===== src/rtl/muldiv_ctrl.sv =====
// Sequencing controller for the shared multiplier / iterative divider used by EX.
// Accepts one mult/multu/div/divu at a time, stalls EX until the result is ready, then writes HI/LO once.
module muldiv_ctrl #(
  parameter int unsigned MUL_LAT = 2
) (
  input  logic        clk,
  input  logic        rst,
  input  logic        op_valid,
  input  logic [1:0]  op_sel,
  input  logic [31:0] src1,
  input  logic [31:0] src2,
  input  logic        flush,
  input  logic        pipe_hold,
  output logic        stallreq,
  output logic        busy,
  output logic        mul_signed,
  output logic [31:0] mul_ina,
  output logic [31:0] mul_inb,
  input  logic [63:0] mul_result,
  output logic        div_signed,
  output logic [31:0] div_opdata1,
  output logic [31:0] div_opdata2,
  output logic        div_start,
  output logic        div_annul,
  input  logic [63:0] div_result,
  input  logic        div_ready,
  output logic        hilo_we,
  output logic [31:0] hi_wdata,
  output logic [31:0] lo_wdata
);

  typedef enum logic [1:0] {IDLE, MUL_WAIT, DIV_WAIT, DONE} state_e;

  localparam logic [2:0] LAT = 3'(MUL_LAT);

  state_e      state_q;
  logic [31:0] a_q, b_q;
  logic [1:0]  op_q;
  logic [2:0]  cnt_q;
  logic [63:0] res_q;

  always_ff @(posedge clk) begin
    if (rst) begin
      state_q <= IDLE;
      a_q     <= '0;
      b_q     <= '0;
      op_q    <= '0;
      cnt_q   <= '0;
      res_q   <= '0;
    end else begin
      case (state_q)
        IDLE: begin
          if (op_valid && !flush) begin
            a_q   <= src1;
            b_q   <= src2;
            op_q  <= op_sel;
            cnt_q <= 3'd1;
            if (!op_sel[1]) begin
              state_q <= MUL_WAIT;
            end else if (src2 == '0) begin
              // Divide by zero: the divider is bypassed and the fixed result goes straight to DONE.
              res_q   <= {src1, 32'hFFFF_FFFF};
              state_q <= DONE;
            end else begin
              state_q <= DIV_WAIT;
            end
          end
        end
        MUL_WAIT: begin
          if (flush) begin
            res_q   <= '0;
            state_q <= IDLE;
          end else if (cnt_q == LAT) begin
            res_q   <= mul_result;
            state_q <= DONE;
          end else begin
            cnt_q <= cnt_q + 3'd1;
          end
        end
        DIV_WAIT: begin
          if (flush) begin
            res_q   <= '0;
            state_q <= IDLE;
          end else if (div_ready) begin
            res_q   <= div_result;
            state_q <= DONE;
          end
        end
        DONE: begin
          if (flush || !pipe_hold) begin
            res_q   <= '0;
            state_q <= IDLE;
          end
        end
        default: state_q <= IDLE;
      endcase
    end
  end

  always_comb begin
    stallreq    = 1'b0;
    busy        = (state_q != IDLE);
    mul_signed  = 1'b0;
    mul_ina     = '0;
    mul_inb     = '0;
    div_signed  = 1'b0;
    div_opdata1 = '0;
    div_opdata2 = '0;
    div_start   = 1'b0;
    div_annul   = 1'b0;
    hilo_we     = 1'b0;
    hi_wdata    = '0;
    lo_wdata    = '0;
    case (state_q)
      IDLE: stallreq = op_valid && !flush && !rst;
      MUL_WAIT: begin
        stallreq   = !flush && !rst;
        mul_signed = (op_q == 2'b00);
        mul_ina    = a_q;
        mul_inb    = b_q;
      end
      DIV_WAIT: begin
        stallreq    = !flush && !rst;
        div_signed  = (op_q == 2'b10);
        div_opdata1 = a_q;
        div_opdata2 = b_q;
        div_start   = !div_ready && !flush && !rst;
        // Reset clears the divider directly, so annul is only raised for a real flush.
        div_annul   = flush && !rst;
      end
      DONE: begin
        hilo_we  = !pipe_hold && !flush && !rst;
        hi_wdata = res_q[63:32];
        lo_wdata = res_q[31:0];
      end
      default: ;
    endcase
  end

endmodule


===== config.mk =====
export PLATFORM = sky130hd
export DESIGN_NAME = muldiv_ctrl
export DESIGN_NICKNAME = d
export VERILOG_FILES = /design/src/rtl/muldiv_ctrl.sv
export SDC_FILE = /design/constraint.sdc
export NUM_CORES = 1
export LEC_CHECK = 0
export CORE_MARGIN = 10
export CORE_UTILIZATION = 30
export CTS_BUF_LIST = sky130_fd_sc_hd__clkbuf_8
export DETAILED_ROUTE_END_ITERATION = 12
export SLEW_MARGIN = 20
export SYNTH_ARGS = -nofsm -noshare
export SYNTH_HDL_FRONTEND = slang
export SYNTH_SLANG_ARGS = --single-unit

===== constraint.sdc =====
create_clock -name clk -period 6.7 [get_ports clk]
set_clock_uncertainty 0.1 [all_clocks]
set_input_delay 1.34 -clock clk [delete_from_list [all_inputs] [get_ports clk]]
set_output_delay 1.34 -clock clk [all_outputs]
set_load 0.05 [all_outputs]

# == Word-level counts from Yosys, hierarchy flattened ==
# Index checks and enable logic that the tools add are counted.
# word_totals
ff_bits,135
latch_bits,0
ram_bits,0
mem_bits_ro,0
inputBits,200
output_inout_bits,199
word_cells,77
memories,0
# op_classes
add_sub_neg,1
n_mul,0
n_div,0
order_cmp,0
n_eq_ne,13
n_shift,0
mux,34
bitwise,0
n_reduce_logical,23
# ops
cell,count
64-bit two-way mux,8
64-bit case mux with 4 select lines,1
32-bit two-way mux,6
32-bit logical NOT,1
2-bit two-way mux,7
"2-bit inequality test, second input constant",6
3-bit two-way mux,3
1-bit logical AND,8
2-bit case mux with 4 select lines,1
4-bit AND reduction,2
"2-bit equality test, second input constant",3
1-bit two-way mux,6
"3-bit inequality test, second input constant",2
3-bit case mux with 2 select lines,1
6-bit AND reduction,1
1-bit logical NOT,4
2-bit logical NOT,2
2-bit nonzero test,2
"3-bit by 1-bit adder with 3-bit output, second input constant",1
"3-bit by 2-bit equality test with 1-bit output, second input constant",1
"2-bit by 1-bit equality test with 1-bit output, second input constant",1
1-bit case mux with 2 select lines,1
2-bit AND reduction,1
2-bit OR reduction,1
1-bit logical OR,1

# == Longest topological paths before layout ==
# depth
ltp_word,5
mapped_depth,10

# == Worst setup path after synthesis ==
# No wires, ideal clock.
# synth_path
path_type,input port to output port
startpoint,in rst
endpoint,out hilo_we
arrival_time_ns,3.177
required_ns,5.260
slack_ns,2.083
path_stages,2
path_buffers,1
path_cell_list,buf_1 nor4b_1
# synth_between
elab_chain_cells,3
# synth_rtl
item,line_no,text
"start, declared",7,"input logic rst,"
1-bit logical NOT,132,hilo_we = !pipe_hold && !flush && !rst;
1-bit logical AND,132,
1-bit two-way mux,114,case (state_q)
"end, declared",27,"output logic hilo_we,"
# Every way passes these cells.

# == Worst setup path after layout ==
# layout_path
startpoint,in flush
endpoint,out div_start
# layout_between
elab_chain_cells,4
# layout_rtl
item,line_no,text
"start, declared",12,"input logic flush,"
1-bit logical NOT,127,div_start = !div_ready && !flush && !rst;
1-bit logical AND (2 in a row),127,
1-bit two-way mux,114,
"end, declared",23,"output logic div_start,"
# Every way passes these cells.

==> reports/metrics.csv <==
stage;metric;value;unit
setup_path;worst_setup_path_end_kind;output pin;
drt;wl_met1;13.22;mm
yosys;yosysMostFrequentCell;and2_1;
floorplan;fp.dieW;179.6;µm
yosys;synth_area_leaders;dfxtp_1, and2_1, nand2_1;
global_route;grt_max_degree;104;
yosys;synthXorXnorAreaFrac;0.001146;
timing;tns;0;ns
setup_path;path_delay_family;buffers and inverters;
clock_tree;cts_buffer_depth;2;
timing;hold_ws;0.3654;ns
yosys;ys_ff_latch;135;
timing;final_max_slew_viol_count;0;
clock_tree;clock-root-buffer;clkbuf_8;
floorplan;die-area;32250;µm²
clock_tree;clock_sinks;135;
timing;rsz0062_at_grt;no;
yosys;synthSimpleGateAreaFrac;0.2994;
power_and_ir_drop;p_seq_frac;0.286;
yosys;synth_edf_count;0;
setup_path;crit_buf_inv;2;
drt;dr_wl_met2;16.26;mm
clock_tree;htreeDepth;4;
power_and_ir_drop;vdd_drop_max;0.2783;mV
drt;routed_wl;32.92;mm
clock_tree;path_clk_slew;0.07;ns
power_and_ir_drop;p_sw_frac;0.4345;
floorplan;design.core.area;25110;µm²
power_and_ir_drop;p_leak;4.275;nW
global_route;antenna_found_initial;3;
clock_tree;cts-buffers-inserted;17;
placement;dpl.hpwl;24.23;mm
global_route;grt_pass1_vias;8266;
power_and_ir_drop;power_density;337.2;nW/µm²
setup_path;arrival;3.54;ns
global_route;grt_use_total;0.1939;
yosys;synthCells;947;
timing;finalCritPeriodShare;0.7430;
drt;drtIter0Drc;480;
timing;tightest_slew;1.044;ns
power_and_ir_drop;comb_power_share;0.516;
setup_path;cp_max_fo;10;
drt;routed.top_layer;met5;
outcome;outcome;finished, final reports clean;
floorplan;io_pins;399;
yosys;synth_common_cells;and2_1, nand2_1, dfxtp_1, clkbuf_1, nor2_1;
power_and_ir_drop;power_frac_clock;0.198;
floorplan;start_util;0.3043;
yosys;async_reset_ff_frac;0;
timing;fin_crit;4.978;ns
min_path;worstHoldPathType;flop to flop;
clock_tree;cts_setup_buffers;0;
clock_tree;cts_resized;0;
setup_path;required;5.26;ns
drt;vias_per_cell;4.996;
yosys;synth_top_flop_cell;dfxtp_1;
clock_tree;insertion_delay;0.44;ns
final_layout;final_nets;1482;
final_layout;fin_cells;1619;
placement;portBuffers;398;
final_layout;diodes;0;
placement;routabilityCongestion;0.7757;
floorplan;die-height;179.6;µm
setup_path;critPathKind;primary input to output pin;
drt;ant_nets;0;
power_and_ir_drop;fin_total_pwr;0.004127;W
setup_path;crit_top_cell;clkdlybuf4s50_1;
yosys;synth_fp_nets;1153;
final_layout;synthToLayoutAreaGrowth;60.22;%
floorplan;rows;58;
yosys;syn-cell-area;7640;µm²
run;maxCapViolCount;0;
final_layout;drive_above_1_share;0.08922;
yosys;muxShareOfSynthArea;0.001310;
drt;dr.pass1.iters;5;
drt;met3_length;2.901;mm
global_route;grt_pass1_wl;50.22;mm
yosys;netlist.area_leader.share;0.3538;
setup_path;max_stage_delay;0.86;ns
yosys;synth_compound_area_frac;0.2746;
drt;via_count;8088;
yosys;yosysWarnings;0;
yosys;yosysUniqueCellTypes;34;
setup_path;startpoint_type;primary input;
placement;dp_cells;1587;
yosys;synth_largest_area_cell;dfxtp_1;
yosys;synthAdderAreaFrac;0.009826;
drt;drcViolationCount;0;
power_and_ir_drop;p_sw;0.001793;W
clock_tree;hold_buffers;0;
yosys;yosysSeqAreaShare;0.3538;
timing;fmax;200.9;MHz
clock_tree;cts_tree;yes;
setup_path;crit_chain;clkdlybuf4s50_1 -> nor3b_1 -> nor2b_1 -> clkdlybuf4s50_1;
timing;setup_viol;0;
timing;hold_viol;0;
yosys;postSynthAreaPerCell;8.067;µm²
power_and_ir_drop;p_int;0.002334;W
yosys;synth_top_family_by_area;simple AND/OR/NAND/NOR gates;
timing;relSlewSlack;0.3038;
global_route;gr-total-overflow;0;
setup_path;cpMaxStageDelayCell;clkdlybuf4s50_1;
drt;detail_route.wl_per_cell;20.33;µm
final_layout;final.fill_count;2513;
worst paths after layout:
check / from / endpoint / slack, ns / depth (start not counted)
setup / recovery: flush / div_start / 1.72 / 4
hold / removal: b_q[19] / b_q[19] / 0.37 / 2
setup reg to reg: state_q[0] / res_q[28] / 3.36 / 8
hold reg to reg: b_q[19] / b_q[19] / 0.37 / 2
area by class of cell:
type                       instances  area, µm²  area share
sequential                       135       2703      0.2208
inverter                           7      26.28    0.002147
tap                              330      412.9     0.03373
multi-input combinational        705       4551      0.3718
timing repair buffer             410       4075      0.3329
clock inverter                    12      197.7     0.01615
clock buffer                      20      275.3     0.02249
power groups by stage:
stage	registers, W	clock network (W)	logic [W]
3_5_place_dp	0.00120	0	0.00217
2_1_floorplan	0.00115	0	0.00154
4_1_cts	0.00118	0.000838	0.00217
3_3_place_gp	0.00119	0	0.00214
6_report	0.00118	0.000817	0.00213
5_1_grt	0.00121	0.000872	0.00233
placed cells by master (no fill, tap or decap), types with 2 or more instances in the layout:
master           instances
a211oi_2                32
a21oi_1                 70
a221oi_1                37
a221oi_2                28
a22o_1                  32
and2_1                 192
buf_4                   12
bufinv_16                5
clkbuf_8                20
clkdlybuf4s50_1        397
clkinv_4                 2
dfxtp_1                135
ha_1                     3
ha_4                     3
inv_1                    9
inv_6                    2
nand2_1                169
nand2b_1                 3
nand4_1                  2
nor2_1                  70
nor3_1                   2
nor3b_1                  2
nor4_1                   9
o41ai_1                 32
layer usage:
| metal | global-route usage | vias to the layer above |
|---|---|---|
| li1 | - | 3966 |
| met1 | 0.2155 | 3815 |
| met2 | 0.3379 | 269 |
| met3 | 0.07791 | 32 |
| met4 | 0.04697 | 6 |
| met5 | 0 | - |
registers in the layout, indices dropped and copies added (netlist names):
register	flops
res_q	64
state_q	2
a_q	32
b_q	32
cnt_q	3
op_q	2
through the flow:
stage,cell area (µm²),util,setup slack (ns)
detailed placement,11770,0.4687,1.753
CTS,12240,0.4875,1.743
finish,12240,0.4875,1.722
global route,12240,0.4875,1.607
global placement,11750,0.4681,1.838
floorplan,7640,-,2.083
logic make-up (layout without fill, tap and decap cells):
logic type / after synthesis / after routing
AO/OA/AOI/OAI: 235 / 235
XOR/XNOR: 1 / 1
adder cells (fa/ha/maj): 6 / 6
buffers and inverters: 107 / 449
flip-flops: 135 / 135
multiplexers: 1 / 1
AND/OR/NAND/NOR: 462 / 462
worst register-to-register path, delay by kind of cell (launching register included):
| family | cells | cell delay [ns] |
|---|---|---|
| compound gates | 2 | 0.38 |
| simple gates | 3 | 1.09 |
| flops | 1 | 0.38 |
| fa+ha+maj | 1 | 0.70 |
| buf+inv | 2 | 0.61 |
No activity file was read; power rests on OpenSTA's default activity.
